## src/rtl/load_align_pkg.sv

```systemverilog
// Shared definitions for the load alignment block: load-type codes, FSM states, size decode.
// Latency: n/a (package only).
// Backpressure: n/a (package only).
package load_align_pkg;

    // WidthSrc load-type encoding; bit 2 set means zero-extend
    localparam logic [2:0] WS_LB   = 3'b000;
    localparam logic [2:0] WS_LH   = 3'b001;
    localparam logic [2:0] WS_LW   = 3'b010;
    localparam logic [2:0] WS_LD   = 3'b011;
    localparam logic [2:0] WS_LBU  = 3'b100;
    localparam logic [2:0] WS_LHU  = 3'b101;
    localparam logic [2:0] WS_LWU  = 3'b110;
    localparam logic [2:0] WS_RSVD = 3'b111;

    typedef enum logic [1:0] {
        ST_IDLE  = 2'd0,
        ST_BEAT0 = 2'd1,
        ST_BEAT1 = 2'd2,
        ST_DONE  = 2'd3
    } state_t;

    // Access size in bytes; the reserved code decodes to 8 but is always rejected as illegal
    function automatic logic [3:0] ws_size(input logic [2:0] ws);
        case (ws)
            WS_LB, WS_LBU:  return 4'd1;
            WS_LH, WS_LHU:  return 4'd2;
            WS_LW, WS_LWU:  return 4'd4;
            default:        return 4'd8;
        endcase
    endfunction

    // Reserved code is never legal; doubleword and unsigned-word loads need a 64-bit datapath
    function automatic logic ws_illegal(input logic [2:0] ws, input int xlen);
        return (ws == WS_RSVD) || ((xlen == 32) && ((ws == WS_LD) || (ws == WS_LWU)));
    endfunction

endpackage

```

## src/rtl/load_extend.sv

```systemverilog
// Combinational byte-align and sign/zero-extend of a two-word load window.
// Latency: 0 cycles (pure combinational).
// Backpressure: none; output follows inputs.
module load_extend
    import load_align_pkg::*;
#(
    parameter int XLEN = 32
) (
    input  logic [2*XLEN-1:0]         pair_i,
    input  logic [$clog2(XLEN/8)-1:0] offset_i,
    input  logic [2:0]                width_src_i,
    output logic [XLEN-1:0]           ext_o
);

    localparam int NB = XLEN / 8;

    logic [XLEN-1:0] low;
    logic            msb;
    logic            fill;
    int              sz;

    // Shift the byte window down, keep size bytes, fill the rest with the sign or zeros
    always_comb begin
        low   = XLEN'(pair_i >> {offset_i, 3'b000});
        sz    = int'(ws_size(width_src_i));
        msb   = 1'b0;
        ext_o = '0;
        case (ws_size(width_src_i))
            4'd1:    msb = low[7];
            4'd2:    msb = low[15];
            4'd4:    msb = low[31];
            default: msb = low[XLEN-1];
        endcase
        fill = ~width_src_i[2] & msb;
        for (int i = 0; i < NB; i++) begin
            ext_o[i*8 +: 8] = (i < sz) ? low[i*8 +: 8] : {8{fill}};
        end
    end

endmodule

```

## src/rtl/load_align.sv

```systemverilog
// Load aligner: accepts a load request, collects one or two memory beats, returns aligned/extended data.
// Latency: result registered 1 cycle after the final beat handshake (1 cycle after request on error).
// Backpressure: valid/ready on all three channels; result held in DONE until res_ready, no bypass to IDLE.
module load_align
    import load_align_pkg::*;
#(
    parameter int XLEN          = 32,
    parameter int MISALIGNED_EN = 1
) (
    input  logic                      clk,
    input  logic                      reset,
    input  logic                      req_valid,
    output logic                      req_ready,
    input  logic [2:0]                WidthSrc,
    input  logic [$clog2(XLEN/8)-1:0] Offset,
    input  logic                      rdata_valid,
    output logic                      rdata_ready,
    input  logic [XLEN-1:0]           rdata,
    output logic                      res_valid,
    input  logic                      res_ready,
    output logic [XLEN-1:0]           Result,
    output logic                      res_err
);

    localparam int NB   = XLEN / 8;
    localparam int OFFW = $clog2(XLEN / 8);

    state_t            state_q;
    logic [2:0]        ws_q;
    logic [OFFW-1:0]   off_q;
    logic              span_q;
    logic [XLEN-1:0]   beat0_q;
    logic [XLEN-1:0]   result_q;
    logic              err_q;
    logic              req_ready_q;
    logic              rdata_ready_q;
    logic              res_valid_q;

    logic              req_span_d;
    logic              req_illegal_d;
    logic [2*XLEN-1:0] pair_d;
    logic [XLEN-1:0]   ext_d;

    // Classify the incoming request and build the two-word window for the extender
    always_comb begin
        req_illegal_d = ws_illegal(WidthSrc, XLEN);
        req_span_d    = (int'(Offset) + int'(ws_size(WidthSrc))) > NB;
        pair_d        = (state_q == ST_BEAT1) ? {rdata, beat0_q} : {{XLEN{1'b0}}, rdata};
    end

    load_extend #(
        .XLEN(XLEN)
    ) u_extend (
        .pair_i      (pair_d),
        .offset_i    (off_q),
        .width_src_i (ws_q),
        .ext_o       (ext_d)
    );

    // Control FSM with registered handshake outputs and result
    always_ff @(posedge clk) begin
        if (!reset) begin
            state_q       <= ST_IDLE;
            ws_q          <= '0;
            off_q         <= '0;
            span_q        <= 1'b0;
            beat0_q       <= '0;
            result_q      <= '0;
            err_q         <= 1'b0;
            req_ready_q   <= 1'b1;
            rdata_ready_q <= 1'b0;
            res_valid_q   <= 1'b0;
        end else begin
            case (state_q)
                ST_IDLE: begin
                    if (req_valid) begin
                        ws_q        <= WidthSrc;
                        off_q       <= Offset;
                        span_q      <= req_span_d;
                        req_ready_q <= 1'b0;
                        if (req_illegal_d || (req_span_d && (MISALIGNED_EN == 0))) begin
                            result_q    <= '0;
                            err_q       <= 1'b1;
                            res_valid_q <= 1'b1;
                            state_q     <= ST_DONE;
                        end else begin
                            rdata_ready_q <= 1'b1;
                            state_q       <= ST_BEAT0;
                        end
                    end
                end
                ST_BEAT0: begin
                    if (rdata_valid) begin
                        beat0_q <= rdata;
                        if (span_q) begin
                            state_q <= ST_BEAT1;
                        end else begin
                            result_q      <= ext_d;
                            err_q         <= 1'b0;
                            rdata_ready_q <= 1'b0;
                            res_valid_q   <= 1'b1;
                            state_q       <= ST_DONE;
                        end
                    end
                end
                ST_BEAT1: begin
                    if (rdata_valid) begin
                        result_q      <= ext_d;
                        err_q         <= 1'b0;
                        rdata_ready_q <= 1'b0;
                        res_valid_q   <= 1'b1;
                        state_q       <= ST_DONE;
                    end
                end
                ST_DONE: begin
                    if (res_ready) begin
                        res_valid_q <= 1'b0;
                        req_ready_q <= 1'b1;
                        state_q     <= ST_IDLE;
                    end
                end
                default: begin
                    state_q <= ST_IDLE;
                end
            endcase
        end
    end

    assign req_ready   = req_ready_q;
    assign rdata_ready = rdata_ready_q;
    assign res_valid   = res_valid_q;
    assign Result      = result_q;
    assign res_err     = err_q;

endmodule

```

## config.mk

```make
export PLATFORM = sky130hd
export DESIGN_NAME = load_align
export DESIGN_NICKNAME = d
export VERILOG_FILES = /design/src/rtl/load_align_pkg.sv /design/src/rtl/load_extend.sv /design/src/rtl/load_align.sv
export SDC_FILE = /design/constraint.sdc
export NUM_CORES = 1
export LEC_CHECK = 0
export ABC_AREA = 1
export CAP_MARGIN = 20
export CORE_MARGIN = 5
export CORE_UTILIZATION = 40
export CTS_CLUSTER_SIZE = 12
export DETAILED_ROUTE_END_ITERATION = 10
export GPL_ROUTABILITY_DRIVEN = 0
export PLACE_DENSITY = 0.65
export SLEW_MARGIN = 20
export SYNTH_ARGS = -nofsm -noshare
export SYNTH_HDL_FRONTEND = slang
export SYNTH_SLANG_ARGS = --single-unit
export TNS_END_PERCENT = 20
```

## constraint.sdc

```tcl
create_clock -name clk -period 1.9 [get_ports clk]
set_clock_uncertainty 0.05 [all_clocks]
set_input_delay 0.57 -clock clk [delete_from_list [all_inputs] [get_ports clk]]
set_output_delay 0.57 -clock clk [all_outputs]
set_load 0.005 [all_outputs]
```

==> reports/results.ini <==
[worst_setup_path]
r2r_start = state_q[0]
cp-end-kind = register
crit_required_ns = 2.14
crit_start = rdata[15]
r2r_cells = 13
cp_slowest_cell = clkdlybuf4s50_1
timing.rr.end = Result[18]
crit_path_frequent_cell = nand3_2
startpoint_type = input port
critPathTopFamily = buffers and inverters
crit_cells = 10
cpPeakStageDelay_ns = 0.58
r2r_slack_ns = -0.06
critPathMaxFanout = 8
path_cells = clkdlybuf4s50_1 > nand2_2 > nand3_1 > nand3_2 > nand3_2 > nand2_4 > o21bai_4 > clkbuf_16 > nand2_1 > a21oi_1
crit_path_end = Result[18]
path_buf_inv = 2
cp.arrival_ns = 2.23
worstSetupPathType = input port to register

[clock_tree]
clock_latency_ns = 0.37
cts-htree-levels = 3
cts_buffers = 9
cts_sinks = 76
clkTransAtPathRegs_ns = 0.08
cts_max_path_buffers = 2
root_buffer = clkbuf_8
cts_tree = yes

[final_layout]
finalInstanceArea_sq_um = 6780
syn_to_final_growth_pct = 52.65
final_core_utilization_pct = 62.55
final_layout_size_suffix_gt1_share_pct = 25.92
final_cell_count_no_fill = 981
antennaDiodeCount = 0
nNetsFinal = 887

[grt]
grt_pass1_vias = 4994
grt_pass1_wl_microns = 23820
grtUsageTotal_pct = 22.49
grt_start_max_net_pins = 43
overflow = 0
antenna_found_initial = 0

[power]
ir_worst_vdd_mv = 0.7412
p_per_area_nw_per_um2 = 1380
fin_total_pwr_w = 0.009354
p_leak_nw = 2.922

[synthesis]
synth_top_cell_by_area = dfxtp_1
ys_top_cells_by_area = dfxtp_1, nand2_1, nand3_1, o21ai_0, a21oi_1
syn_area_sq_um = 4442
synth_top_area_share_pct = 34.25
ys_warn_count = 0
synth_cell_types = 31
syn_area_per_cell_sq_um = 6.256
syn-instance-count = 710
ys_seq_elements = 76
synth_nets = 759
synth.yosys.seq_area_share_pct = 34.25

[drt]
drtIter0Drc = 463
drc = 0
drtAntennaViolNets = 0
viasPerCell = 5.249
wirelength_microns = 14720
num_vias = 5149
avgRoutedWirePerCell_microns = 15.01
dr.pass1.iters = 5

[placed_design]
post-dp-hpwl_microns = 10310
dp.cells = 947
post_dp_cell_area_sq_um = 5783
portBuffers = 77

[floorplan]
num_rows = 38
start_util_pct = 40.97
dieArea_sq_um = 13310
core_area_sq_um = 10840
num_io_pins = 78
die_x_microns = 115.4
die_h_microns = 115.4

[timing]
fin_ws_ns = -0.08461
worst_slew_pin_slew_ns = 0.5175
finalCritPeriodShare_pct = 104.5
fin_crit_ns = 1.985
final_hold_viol_count = 0
setup_violations = 23
finalSetupTns_ns = -1.298
rsz0062_at_grt = true
fmaxAchievable_mhz = 503.9
slew_headroom_pct = 65.13
final-max-slew-violation-count = 0

[run]
drv_cap = 0

[status]
violations = negative setup slack
status = finished, violations left

[worst_hold_path]
hold_path_class = register to register

what timing repair did:
action | in CTS | in global routing
pin swaps | 23 | 13
gates resized for setup | 119 | 40
setup buffers | 13 | 3
gates cloned | 5 | 0
hold buffers | 0 | 0
setup endpoints to repair | 33 | 37
cells by family after synthesis:
group / synth area share [%]
DFF: 34.25
buffers and inverters: 9.380
AOI/OAI and AO/OA: 18.56
adders and majority gates: 2.141
and+or+nand+nor: 35.66
Yosys cell counts, drive strengths merged:
cell type,instances
clkbuf,23
buf,24
a211oi,1
fa,1
or2,16
o21ai,71
o21bai,3
nand3,82
dfxtp,76
clkinv,3
a311oi,1
nor2,64
o22ai,1
a31oi,9
ha,6
inv,45
nand2,216
o211ai,2
a21oi,66
worst register-to-register path: cells and delay by family, from the launching register on:
kind	cells	cell delay, ns
DFF	1	0.33
AOI/OAI and AO/OA	2	0.35
buffers and inverters	4	0.50
and+or+nand+nor	6	0.50
adders and majority gates	1	0.16
power by group:
| group | switching [W] | internal [W] | leakage [nW] |
|---|---|---|---|
| sequential | 0.000230 | 0.00196 | 0.620 |
| combinational | 0.00320 | 0.00276 | 2.21 |
| clock | 0.000620 | 0.000587 | 0.0870 |
| total | 0.00405 | 0.00531 | 2.92 |
how the worst min path moves through the flow:
stage / startpoint / slack, ns / end / depth (start not counted)
after global routing: Result[31] / 0.44 / Result[31] / 2
after floorplan: beat0_q[31] / 0.39 / beat0_q[31] / 2
after CTS: Result[19] / 0.41 / Result[19] / 2
final: Result[0] / 0.42 / Result[0] / 2
after detailed placement: Result[19] / 0.41 / Result[19] / 2
after global placement: Result[29] / 0.40 / Result[29] / 2
layout by cell type, fill, tap and decap left out, drive strengths merged:
| cell | netlist | layout |
|---|---|---|
| nor2 | 64 | 64 |
| clkinvlp | 0 | 2 |
| ha | 6 | 6 |
| nand2 | 216 | 216 |
| clkinv | 3 | 5 |
| o21bai | 3 | 3 |
| or2 | 16 | 16 |
| bufbuf | 0 | 1 |
| a311oi | 1 | 1 |
| a21oi | 66 | 66 |
| bufinv | 0 | 1 |
| o22ai | 1 | 1 |
| o211ai | 2 | 2 |
| buf | 24 | 85 |
| inv | 45 | 45 |
| fa | 1 | 1 |
| dlygate4sd2 | 0 | 3 |
| dfxtp | 76 | 76 |
| clkbuf | 23 | 10 |
| clkdlybuf4s50 | 0 | 74 |
| a31oi | 9 | 9 |
| nand3 | 82 | 82 |
| o21ai | 71 | 71 |
| a211oi | 1 | 1 |
per-layer routing:
layer | vias to the layer above | wire length (microns) | track usage (%)
li1 | 2568 | - | -
met1 | 2365 | 6332 | 29.11
met2 | 179 | 6881 | 35.84
met3 | 37 | 988 | 4.632
met4 | 0 | 522 | 10.64
met5 | - | 0 | 0
per-stage QoR:
step | hold WS [ns] | setup slack, ns
floorplan | 0.3939 | 0.02649
global placement | 0.4021 | -0.4249
detailed placement | 0.4064 | -0.4941
CTS | 0.4139 | -0.04030
global route | 0.4387 | -0.1567
finish | 0.4189 | -0.08461
layout make-up:
class,count,area [sq um]
Clock inverter,5,55.05
Tap cell,140,175.2
Sequential cell,76,1526
Fill cell,982,4060
Inverter,48,202.7
Timing Repair Buffer,164,1695
Clock buffer,9,123.9
Multi-Input combinational cell,539,3002
state kept, by name, summed over array words and instances, names as in the netlist:
name	flops
beat0_q	32
rdata_ready	1
off_q	2
req_ready	1
ws_q	3
res_err	1
res_valid	1
span_q	1
state_q	2
Result	32
No activity file was read; power rests on OpenSTA's default activity.
